## src/rtl/riscv_dmem_bridge_pkg.sv

```systemverilog
// Shared types and lane-steering helpers for the data-memory bridge.
// Combinational helpers only; no timing or flow control lives here.
package riscv_mem_pkg;

  typedef enum logic [1:0] {
    ST_IDLE = 2'd0,
    ST_REQ  = 2'd1,
    ST_WAIT = 2'd2,
    ST_DONE = 2'd3
  } state_e;

  localparam int unsigned DEFAULT_TIMEOUT_CYCLES = 255;

  function automatic logic [31:0] lane_shift_wdata(input logic [31:0] data, input logic [1:0] off);
    return data << {off, 3'b000};
  endfunction

  function automatic logic [3:0] lane_shift_strb(input logic [3:0] mask, input logic [1:0] off);
    return mask << off;
  endfunction

  function automatic logic [31:0] lane_shift_rdata(input logic [31:0] data, input logic [1:0] off);
    return data >> {off, 3'b000};
  endfunction

endpackage

```

## src/rtl/riscv_dmem_bridge_if.sv

```systemverilog
// Core-side and bus-side signal bundles for the data-memory bridge.
// master issues requests, slave answers them; the bridge is core slave and bus master.
interface riscv_dmem_core_if;
  logic        mem_rd_en;
  logic        mem_wr_en;
  logic [31:0] mem_addr;
  logic [31:0] mem_wr_data;
  logic [3:0]  mem_width;
  logic [31:0] mem_rd_data;
  logic        mem_stall;

  modport master (
    output mem_rd_en, mem_wr_en, mem_addr, mem_wr_data, mem_width,
    input  mem_rd_data, mem_stall
  );

  modport slave (
    input  mem_rd_en, mem_wr_en, mem_addr, mem_wr_data, mem_width,
    output mem_rd_data, mem_stall
  );
endinterface

interface riscv_dmem_bus_if;
  logic        bus_req_valid;
  logic        bus_req_ready;
  logic        bus_req_we;
  logic [31:0] bus_req_addr;
  logic [31:0] bus_req_wdata;
  logic [3:0]  bus_req_strb;
  logic        bus_rsp_valid;
  logic [31:0] bus_rsp_rdata;
  logic        bus_rsp_err;
  logic        bus_err;

  modport master (
    output bus_req_valid, bus_req_we, bus_req_addr, bus_req_wdata, bus_req_strb, bus_err,
    input  bus_req_ready, bus_rsp_valid, bus_rsp_rdata, bus_rsp_err
  );

  modport slave (
    input  bus_req_valid, bus_req_we, bus_req_addr, bus_req_wdata, bus_req_strb, bus_err,
    output bus_req_ready, bus_rsp_valid, bus_rsp_rdata, bus_rsp_err
  );
endinterface

```

## src/rtl/riscv_dmem_bridge_lane_align.sv

```systemverilog
// Byte-lane steering between the core's LSB-aligned view and the 32-bit bus lanes.
// Purely combinational, zero latency; the offset is the captured addr[1:0].
module riscv_lane_align
  import riscv_mem_pkg::*;
(
  input  logic [1:0]  offset_i,
  input  logic [31:0] wdata_i,
  input  logic [3:0]  width_i,
  input  logic [31:0] rdata_i,
  output logic [31:0] wdata_o,
  output logic [3:0]  strb_o,
  output logic [31:0] rdata_o
);

  assign wdata_o = lane_shift_wdata(wdata_i, offset_i);
  assign strb_o  = lane_shift_strb(width_i, offset_i);
  assign rdata_o = lane_shift_rdata(rdata_i, offset_i);

endmodule

```

## src/rtl/riscv_dmem_bridge.sv

```systemverilog
// Core load/store port to valid-ready bus bridge: IDLE->REQ->WAIT->DONE, min 3 stall cycles.
// Holds request until bus_req_ready; optional abort timer under `RISCV_DMEM_TIMEOUT_EN.
module riscv_dmem_bridge
  import riscv_mem_pkg::*;
#(
  parameter int unsigned TIMEOUT_CYCLES = DEFAULT_TIMEOUT_CYCLES
) (
  input  logic             clk,
  input  logic             reset,
  riscv_dmem_core_if.slave core,
  riscv_dmem_bus_if.master bus
);

  state_e      state_q;
  logic [31:0] addr_q;
  logic [31:0] wdata_q;
  logic [3:0]  width_q;
  logic        we_q;
  logic        req_vld_q;
  logic        err_q;
  logic [31:0] rd_data_q;

  logic [31:0] wdata_sh;
  logic [3:0]  strb_sh;
  logic [31:0] rdata_sh;
  logic        core_req;
  logic        busy;
  logic        timeout_hit;

  assign core_req = core.mem_rd_en | core.mem_wr_en;
  assign busy     = (state_q == ST_REQ) || (state_q == ST_WAIT);

  riscv_lane_align u_align (
    .offset_i (addr_q[1:0]),
    .wdata_i  (wdata_q),
    .width_i  (width_q),
    .rdata_i  (bus.bus_rsp_rdata),
    .wdata_o  (wdata_sh),
    .strb_o   (strb_sh),
    .rdata_o  (rdata_sh)
  );

`ifdef RISCV_DMEM_TIMEOUT_EN
  localparam int unsigned      CNT_W    = $clog2(TIMEOUT_CYCLES + 1);
  localparam logic [CNT_W-1:0] CNT_LAST = CNT_W'(TIMEOUT_CYCLES - 1);

  logic [CNT_W-1:0] cnt_q;
  logic [CNT_W-1:0] cnt_d;

  // Counts every REQ/WAIT cycle; the last DONE cycle clears it on the way back to IDLE.
  always_comb begin
    cnt_d = cnt_q;
    if (busy) begin
      cnt_d = cnt_q + CNT_W'(1);
    end else if (state_q == ST_DONE) begin
      cnt_d = '0;
    end
  end

  always_ff @(posedge clk or posedge reset) begin
    if (reset) begin
      cnt_q <= '0;
    end else begin
      cnt_q <= cnt_d;
    end
  end

  assign timeout_hit = busy && (cnt_q == CNT_LAST);
`else
  assign timeout_hit = 1'b0;
`endif

  always_ff @(posedge clk or posedge reset) begin
    if (reset) begin
      state_q   <= ST_IDLE;
      addr_q    <= '0;
      wdata_q   <= '0;
      width_q   <= '0;
      we_q      <= 1'b0;
      req_vld_q <= 1'b0;
      err_q     <= 1'b0;
      rd_data_q <= '0;
    end else begin
      err_q <= 1'b0;
      case (state_q)
        ST_IDLE: begin
          if (core_req) begin
            state_q   <= ST_REQ;
            addr_q    <= core.mem_addr;
            wdata_q   <= core.mem_wr_data;
            width_q   <= core.mem_width;
            we_q      <= core.mem_wr_en;
            req_vld_q <= 1'b1;
          end
        end
        ST_REQ: begin
          if (timeout_hit) begin
            state_q   <= ST_DONE;
            req_vld_q <= 1'b0;
            err_q     <= 1'b1;
            rd_data_q <= '0;
          end else if (bus.bus_req_ready) begin
            state_q   <= ST_WAIT;
            req_vld_q <= 1'b0;
          end
        end
        ST_WAIT: begin
          // A response landing on the timeout cycle still wins.
          if (bus.bus_rsp_valid) begin
            state_q <= ST_DONE;
            if (bus.bus_rsp_err) begin
              err_q     <= 1'b1;
              rd_data_q <= '0;
            end else if (!we_q) begin
              rd_data_q <= rdata_sh;
            end
          end else if (timeout_hit) begin
            state_q   <= ST_DONE;
            err_q     <= 1'b1;
            rd_data_q <= '0;
          end
        end
        ST_DONE: begin
          state_q <= ST_IDLE;
        end
        default: begin
          state_q <= ST_IDLE;
        end
      endcase
    end
  end

  assign core.mem_rd_data = rd_data_q;
  assign core.mem_stall   = !reset && (((state_q == ST_IDLE) && core_req) || busy);

  assign bus.bus_req_valid = req_vld_q;
  assign bus.bus_req_we    = we_q;
  assign bus.bus_req_addr  = {addr_q[31:2], 2'b00};
  assign bus.bus_req_wdata = wdata_sh;
  assign bus.bus_req_strb  = strb_sh;
  assign bus.bus_err       = err_q;

endmodule
```

## src/flat_wrapper.sv

```systemverilog
// flat-port wrapper written by rule: the top's interface ports become plain ports
module riscv_dmem_bridge_flat import riscv_mem_pkg::*;
#(
  parameter int unsigned TIMEOUT_CYCLES = DEFAULT_TIMEOUT_CYCLES
)
  (clk, reset, core_mem_rd_en, core_mem_wr_en, core_mem_addr, core_mem_wr_data, core_mem_width, core_mem_rd_data, core_mem_stall, bus_bus_req_valid, bus_bus_req_we, bus_bus_req_addr, bus_bus_req_wdata, bus_bus_req_strb, bus_bus_err, bus_bus_req_ready, bus_bus_rsp_valid, bus_bus_rsp_rdata, bus_bus_rsp_err);
  riscv_dmem_core_if core_i ();
  riscv_dmem_bus_if bus_i ();
  input  logic clk;
  input  logic reset;
  input wire logic [$bits(core_i.mem_rd_en)-1:0] core_mem_rd_en;
  input wire logic [$bits(core_i.mem_wr_en)-1:0] core_mem_wr_en;
  input wire logic [$bits(core_i.mem_addr)-1:0] core_mem_addr;
  input wire logic [$bits(core_i.mem_wr_data)-1:0] core_mem_wr_data;
  input wire logic [$bits(core_i.mem_width)-1:0] core_mem_width;
  output wire logic [$bits(core_i.mem_rd_data)-1:0] core_mem_rd_data;
  output wire logic [$bits(core_i.mem_stall)-1:0] core_mem_stall;
  output wire logic [$bits(bus_i.bus_req_valid)-1:0] bus_bus_req_valid;
  output wire logic [$bits(bus_i.bus_req_we)-1:0] bus_bus_req_we;
  output wire logic [$bits(bus_i.bus_req_addr)-1:0] bus_bus_req_addr;
  output wire logic [$bits(bus_i.bus_req_wdata)-1:0] bus_bus_req_wdata;
  output wire logic [$bits(bus_i.bus_req_strb)-1:0] bus_bus_req_strb;
  output wire logic [$bits(bus_i.bus_err)-1:0] bus_bus_err;
  input wire logic [$bits(bus_i.bus_req_ready)-1:0] bus_bus_req_ready;
  input wire logic [$bits(bus_i.bus_rsp_valid)-1:0] bus_bus_rsp_valid;
  input wire logic [$bits(bus_i.bus_rsp_rdata)-1:0] bus_bus_rsp_rdata;
  input wire logic [$bits(bus_i.bus_rsp_err)-1:0] bus_bus_rsp_err;
  assign core_i.mem_rd_en = core_mem_rd_en;
  assign core_i.mem_wr_en = core_mem_wr_en;
  assign core_i.mem_addr = core_mem_addr;
  assign core_i.mem_wr_data = core_mem_wr_data;
  assign core_i.mem_width = core_mem_width;
  assign core_mem_rd_data = core_i.mem_rd_data;
  assign core_mem_stall = core_i.mem_stall;
  assign bus_bus_req_valid = bus_i.bus_req_valid;
  assign bus_bus_req_we = bus_i.bus_req_we;
  assign bus_bus_req_addr = bus_i.bus_req_addr;
  assign bus_bus_req_wdata = bus_i.bus_req_wdata;
  assign bus_bus_req_strb = bus_i.bus_req_strb;
  assign bus_bus_err = bus_i.bus_err;
  assign bus_i.bus_req_ready = bus_bus_req_ready;
  assign bus_i.bus_rsp_valid = bus_bus_rsp_valid;
  assign bus_i.bus_rsp_rdata = bus_bus_rsp_rdata;
  assign bus_i.bus_rsp_err = bus_bus_rsp_err;
  riscv_dmem_bridge #(.TIMEOUT_CYCLES(TIMEOUT_CYCLES)) u_core (.clk(clk), .reset(reset), .core(core_i), .bus(bus_i));
endmodule
```

## config.mk

```make
export PLATFORM = sky130hd
export DESIGN_NAME = riscv_dmem_bridge_flat
export DESIGN_NICKNAME = d
export VERILOG_FILES = /design/src/rtl/riscv_dmem_bridge_pkg.sv /design/src/rtl/riscv_dmem_bridge_if.sv /design/src/rtl/riscv_dmem_bridge_lane_align.sv /design/src/rtl/riscv_dmem_bridge.sv /design/src/flat_wrapper.sv
export SDC_FILE = /design/constraint.sdc
export NUM_CORES = 1
export LEC_CHECK = 0
export ABC_AREA = 1
export CORE_ASPECT_RATIO = 1.4
export CORE_UTILIZATION = 48
export CTS_CLUSTER_DIAMETER = 120
export DETAILED_ROUTE_END_ITERATION = 12
export PLACE_DENSITY = 0.93
export SLEW_MARGIN = 20
export SYNTH_ARGS = -nofsm -noshare
export SYNTH_HDL_FRONTEND = slang
export SYNTH_SLANG_ARGS = --single-unit
```

## constraint.sdc

```tcl
create_clock -name clk -period 6.7 [get_ports clk]
set_clock_uncertainty 0.15 [all_clocks]
set_input_delay 1.675 -clock clk [delete_from_list [all_inputs] [get_ports clk]]
set_output_delay 1.675 -clock clk [all_outputs]
set_load 0.01 [all_outputs]
```

== Word level (Yosys, flattened, before mapping) ==
Index checks and enable logic that the tools add are counted.

* Register bits: 105
* Input bits: 107
* Logic and storage cells: 42

* Equal/unequal tests: 7
* Shift operators: 3
* Muxes and demuxes: 12
* Bitwise logic cells: 1
* Reductions and logical operators: 11

{| class="wikitable"
|+ Operators by type and width
! operator !! number
|-
| 32-bit two-way mux || 2
|-
| 32-bit by 5-bit left shift with 32-bit output || 1
|-
| 32-bit by 5-bit right shift with 32-bit output || 1
|-
| 3-bit AND reduction || 3
|-
| 2-bit case mux with 4 select lines || 1
|-
| 2-bit two-way mux || 3
|-
| 2-bit inequality test (second input constant) || 3
|-
| 1-bit two-way mux || 5
|-
| 2-bit == test (second input constant) || 2
|-
| 4-bit by 2-bit left shift with 4-bit output || 1
|-
| 2-bit by 1-bit == test with 1-bit output (second input constant) || 1
|-
| 1-bit logical AND || 2
|-
| 2-bit logical NOT || 1
|-
| 1-bit logical OR || 2
|-
| 2-bit by 1-bit inequality test with 1-bit output (second input constant) || 1
|-
| 1-bit case mux with 2 select lines || 1
|-
| 2-bit AND reduction || 1
|-
| 2-bit nonzero test || 1
|-
| 1-bit logical NOT || 1
|-
| 1-bit bitwise OR || 1
|}

== Depth between registers and ports, before layout ==
* Word-level depth: 4
* Depth in mapped cells: 8
* Depth with buffers taken out: 7

== By module ==
A second synthesis with hierarchy kept.

* Cells, all modules: 856
* Area total of the unflattened synthesis: 6,020.8 sq um

{| class="wikitable"
|+ By module, submodules not included
! module !! instances !! cells each !! area each (sq um) !! sequential area each (sq um)
|-
| riscv_dmem_bridge || 1 || 505 || 4,508.1 || 2,627.5
|-
| riscv_lane_align || 1 || 351 || 1,512.7 || 0.0
|}

== Worst setup path before layout ==
Ideal clock, no wire load.

* Path kind: input-to-output
* Start: input port core_mem_wr_en
* End: output port core_mem_stall
* Data arrival time: 2,255 ps
* Data required time: 4,875 ps
* Path slack: 2,620 ps
* Stages on the path: 5
* Path buffers: 1
* Cell sequence: o21ai_2 inv_2 buf_2 nor2_1 nor2_1

* Cells in the longest elaborated chain, start to end: 4

{| class="wikitable"
|+ Ends and longest elaborated chain
! element !! RTL line !! text
|-
| from (decl) || flat_wrapper.sv:12 || <nowiki>input wire logic [$bits(core_i.mem_wr_en)-1:0] core_mem_wr_en;</nowiki>
|-
| 1-bit bitwise OR || riscv_dmem_bridge.sv:30 || <nowiki>assign core_req = core.mem_rd_en | core.mem_wr_en;</nowiki>
|-
| 1-bit logical AND || riscv_dmem_bridge.sv:134 || <nowiki>assign core.mem_stall = !reset && (((state_q == ST_IDLE) && core_req) || busy);</nowiki>
|-
| 1-bit logical OR || riscv_dmem_bridge.sv:134 ||
|-
| 1-bit logical AND || riscv_dmem_bridge.sv:134 ||
|-
| to (decl) || flat_wrapper.sv:17 || <nowiki>output wire logic [$bits(core_i.mem_stall)-1:0] core_mem_stall;</nowiki>
|}

Every way passes these cells.

== Worst setup path after layout ==
Ends and elaborated chain as after synthesis.

==> flow_summary_export.csv <==
group,metric,value,unit
synth,synth_top_area_share,48.5,%
route,vias_per_cell,5.24,
clocking,postCtsSetupBuffers,0,
synth,synth_cell_types,21,
timing,fin_crit_sh,72.5,%
timing,finalCriticalPeriod,4.86,ns
final_layout,drive_above_1_share,3.39,%
timing,tightest_slew,0.942,ns
floorplan,dieArea,0.0117,mm²
worst_setup_path,crit_required,4.88,ns
final_layout,finalNonFillerCells,1027,
synth,avgSynthCellArea,7.44,µm²
worst_setup_path,cp-endpoint,"core_mem_stall",
grt,grt.total_usage,27.0,%
synth,synth_seq_cells,105,
route,num_vias,5381,
grt,first_global_vias,5250,
synth,synth_area_leaders,"dfrtp_1, nand2_1, nand3_1",
clocking,cts_tree,"yes",
synth,yosys_warnings,0,
route,dr.pass1.iters,7,
synth,yosys-mux-area-fraction,0,%
place,globalplace.congestion,0.845,
floorplan,row_count,45,
synth,synth_area,0.00542,mm²
timing,slew_headroom,36.8,%
worst_hold_path,hp-class,"reg2reg",
place,place_area,0.00727,mm²
synth,synth-xor-area-share,0,%
grt,grt-ovfl-total,0,
timing,hold_viol_final,0,
pwr,power,3.61,mW
worst_setup_path,regToRegSetupSlack,4.46,ns
final_layout,syn2layout_area_growth,39.7,%
clocking,postCtsHoldBufs,0,
clocking,clockBufferDepth,2,
clocking,cts_buffers,9,
floorplan,die_w,91.8,µm
worst_setup_path,crit-reg2reg-capture,"u_core.core.mem_rd_data[6]$_DFFE_PP0P_",
worst_setup_path,worst-setup-path-type,"in2out",
pwr,ir_drop,0.300,mV
route,drt_wl_total,15.4,mm
timing,drv_slew,0,
floorplan,dieHeight,128,µm
worst_setup_path,endpoint_kind,"output port",
worst_setup_path,reg2reg_from,"u_core.addr_q[0]$_DFFE_PP0P_",
synth,yosys.area_share.simple,31.4,%
timing,setup_viol_count_final,0,
timing,fin_tns_setup,0,ns
worst_setup_path,arrival,3.03,ns
clocking,cts_resized,0,
route,drc_errors,0,
route,drt_iter0_drc,373,
timing,max_freq,206,MHz
place,io_buffer_count,208,
place,dp.cells,1009,
floorplan,start_util,49.6,%
synth,ys_seq_area_share,48.5,%
synth,synth_fa_ha_area_share,0.923,%
clocking,ctsRootBufferMaster,"clkbuf_16",
route,wl_per_cell,14.9,µm
final_layout,design_area,0.00757,mm²
worst_setup_path,reg2reg_depth,6,
place,detailed_place_hpwl,10.6,mm
pwr,p_leak,3.70,nW
synth,synth_largest_area_cell,"dfrtp_1",
worst_setup_path,crit_path_start,"core_mem_wr_en",
route,ant_nets,0,
clocking,worst_skew_pair.late_latency,0.34,ns
synth,synth_compound_area_share,7.73,%
floorplan,io_pins,211,
grt,grt_pass1_wl,24.9,mm
clocking,h-tree-depth,3,
grt,grt_antenna_before_repair,1,
final_layout,nNetsFinal,991,
timing,rsz0062_at_grt,"false",
worst_setup_path,start_kind,"input pin",
final_layout,final_common_cell,"nand2_1",
worst_setup_path,worstPathMaxFanout,3,
clocking,clock-sinks,105,
clocking,path_clk_slew,0.07,ns
synth,synth_top_family_by_area,"simple AND/OR/NAND/NOR gates",
floorplan,design.core.area,0.0109,mm²
synth,synthCells,729,
flow_run,cap_violations,0,
pwr,power_density,477,mW/mm²
status,outcome,"complete, no violations",
grt,grt_max_degree,89,
final_layout,final_cell_mix,"nand2_1, clkdlybuf4s50_1, dfrtp_1",
## flip-flops by register name, indices dropped and copies added (netlist names)
name and cells:
u_core.core.mem_rd_data 32, u_core.width_q 4, u_core.wdata_q 32, u_core.bus.bus_req_valid 1, u_core.addr_q 32, u_core.bus.bus_err 1, u_core.state_q 2, u_core.bus.bus_req_we 1
## routing by layer
metal | vias up | wire (µm) | track usage [%] | part of all wire [%]
met5 | - | 0 | 0 | 0
met4 | 0 | 619 | 11.5 | 4.0
met3 | 41 | 1320 | 7.24 | 8.6
met2 | 268 | 7830 | 49.1 | 51
met1 | 2510 | 5580 | 29.6 | 36
li1 | 2562 | - | - | -
## per-stage QoR
step	worst slack, ns	util [%]	hold slack (ns)
6_report	1.84	69.3	0.328
5_1_grt	1.75	69.3	0.359
4_1_cts	1.85	69.2	0.334
3_5_place_dp	1.85	66.6	0.315
3_3_place_gp	1.88	66.6	0.310
2_1_floorplan	2.11	-	0.300
## critical path: stages
cell             delay, ns
clkdlybuf4s50_1       0.56
o21ai_4               0.08
inv_2                 0.06
nor2_1                0.03
nor2_1                0.08
clkdlybuf4s50_1       0.54
## area by class of cell
cell class                 instances  area, µm²
inverter                          39        149
multi-input combinational        509       2190
timing repair buffer             216       2150
clock buffer                       9        225
fill                             858       3350
tap                              141        176
clock inverter                     7       55.1
antenna                            1       2.50
sequential                       105       2630
## worst min path at each step
stage	from	end	depth (start not counted)
after floorplan	u_core.wdata_q[25]$_DFFE_PP0P_	u_core.wdata_q[25]$_DFFE_PP0P_	2
after global placement	u_core.bus.bus_req_valid$_DFFE_PP0P_	u_core.bus.bus_req_valid$_DFFE_PP0P_	2
after detailed placement	u_core.core.mem_rd_data[16]$_DFFE_PP0P_	u_core.core.mem_rd_data[16]$_DFFE_PP0P_	2
after CTS	u_core.core.mem_rd_data[16]$_DFFE_PP0P_	u_core.core.mem_rd_data[16]$_DFFE_PP0P_	2
after global routing	u_core.addr_q[4]$_DFFE_PP0P_	u_core.addr_q[4]$_DFFE_PP0P_	2
final	u_core.core.mem_rd_data[16]$_DFFE_PP0P_	u_core.core.mem_rd_data[16]$_DFFE_PP0P_	2
## cell families after synthesis
kind of cell | Yosys count
other | 1
DFF | 105
adders and majority gates | 4
AOI/OAI and AO/OA | 76
and+or+nand+nor | 427
buffers and inverters | 116
## report_power, final
part | internal, mW | switching, mW
Clock | 0.255 | 0.244
Combinational | 0.933 | 1.08
Sequential | 0.924 | 0.176
Total | 2.11 | 1.50
## cells in the mapped netlist
cell	number
buf_6	1
dfrtp_1	105
nand3_1	60
nor3_4	1
nand4_1	3
clkbuf_1	11
a21oi_1	9
o22ai_1	2
o21ai_0	51
nor2_1	29
conb_1	1
buf_2	27
inv_1	37
a22oi_1	3
ha_1	4
o21ai_2	1
nand2_1	331
buf_4	38
inv_2	2
o211ai_1	10
nor3_1	3
No activity file was read; power rests on OpenSTA's default activity.
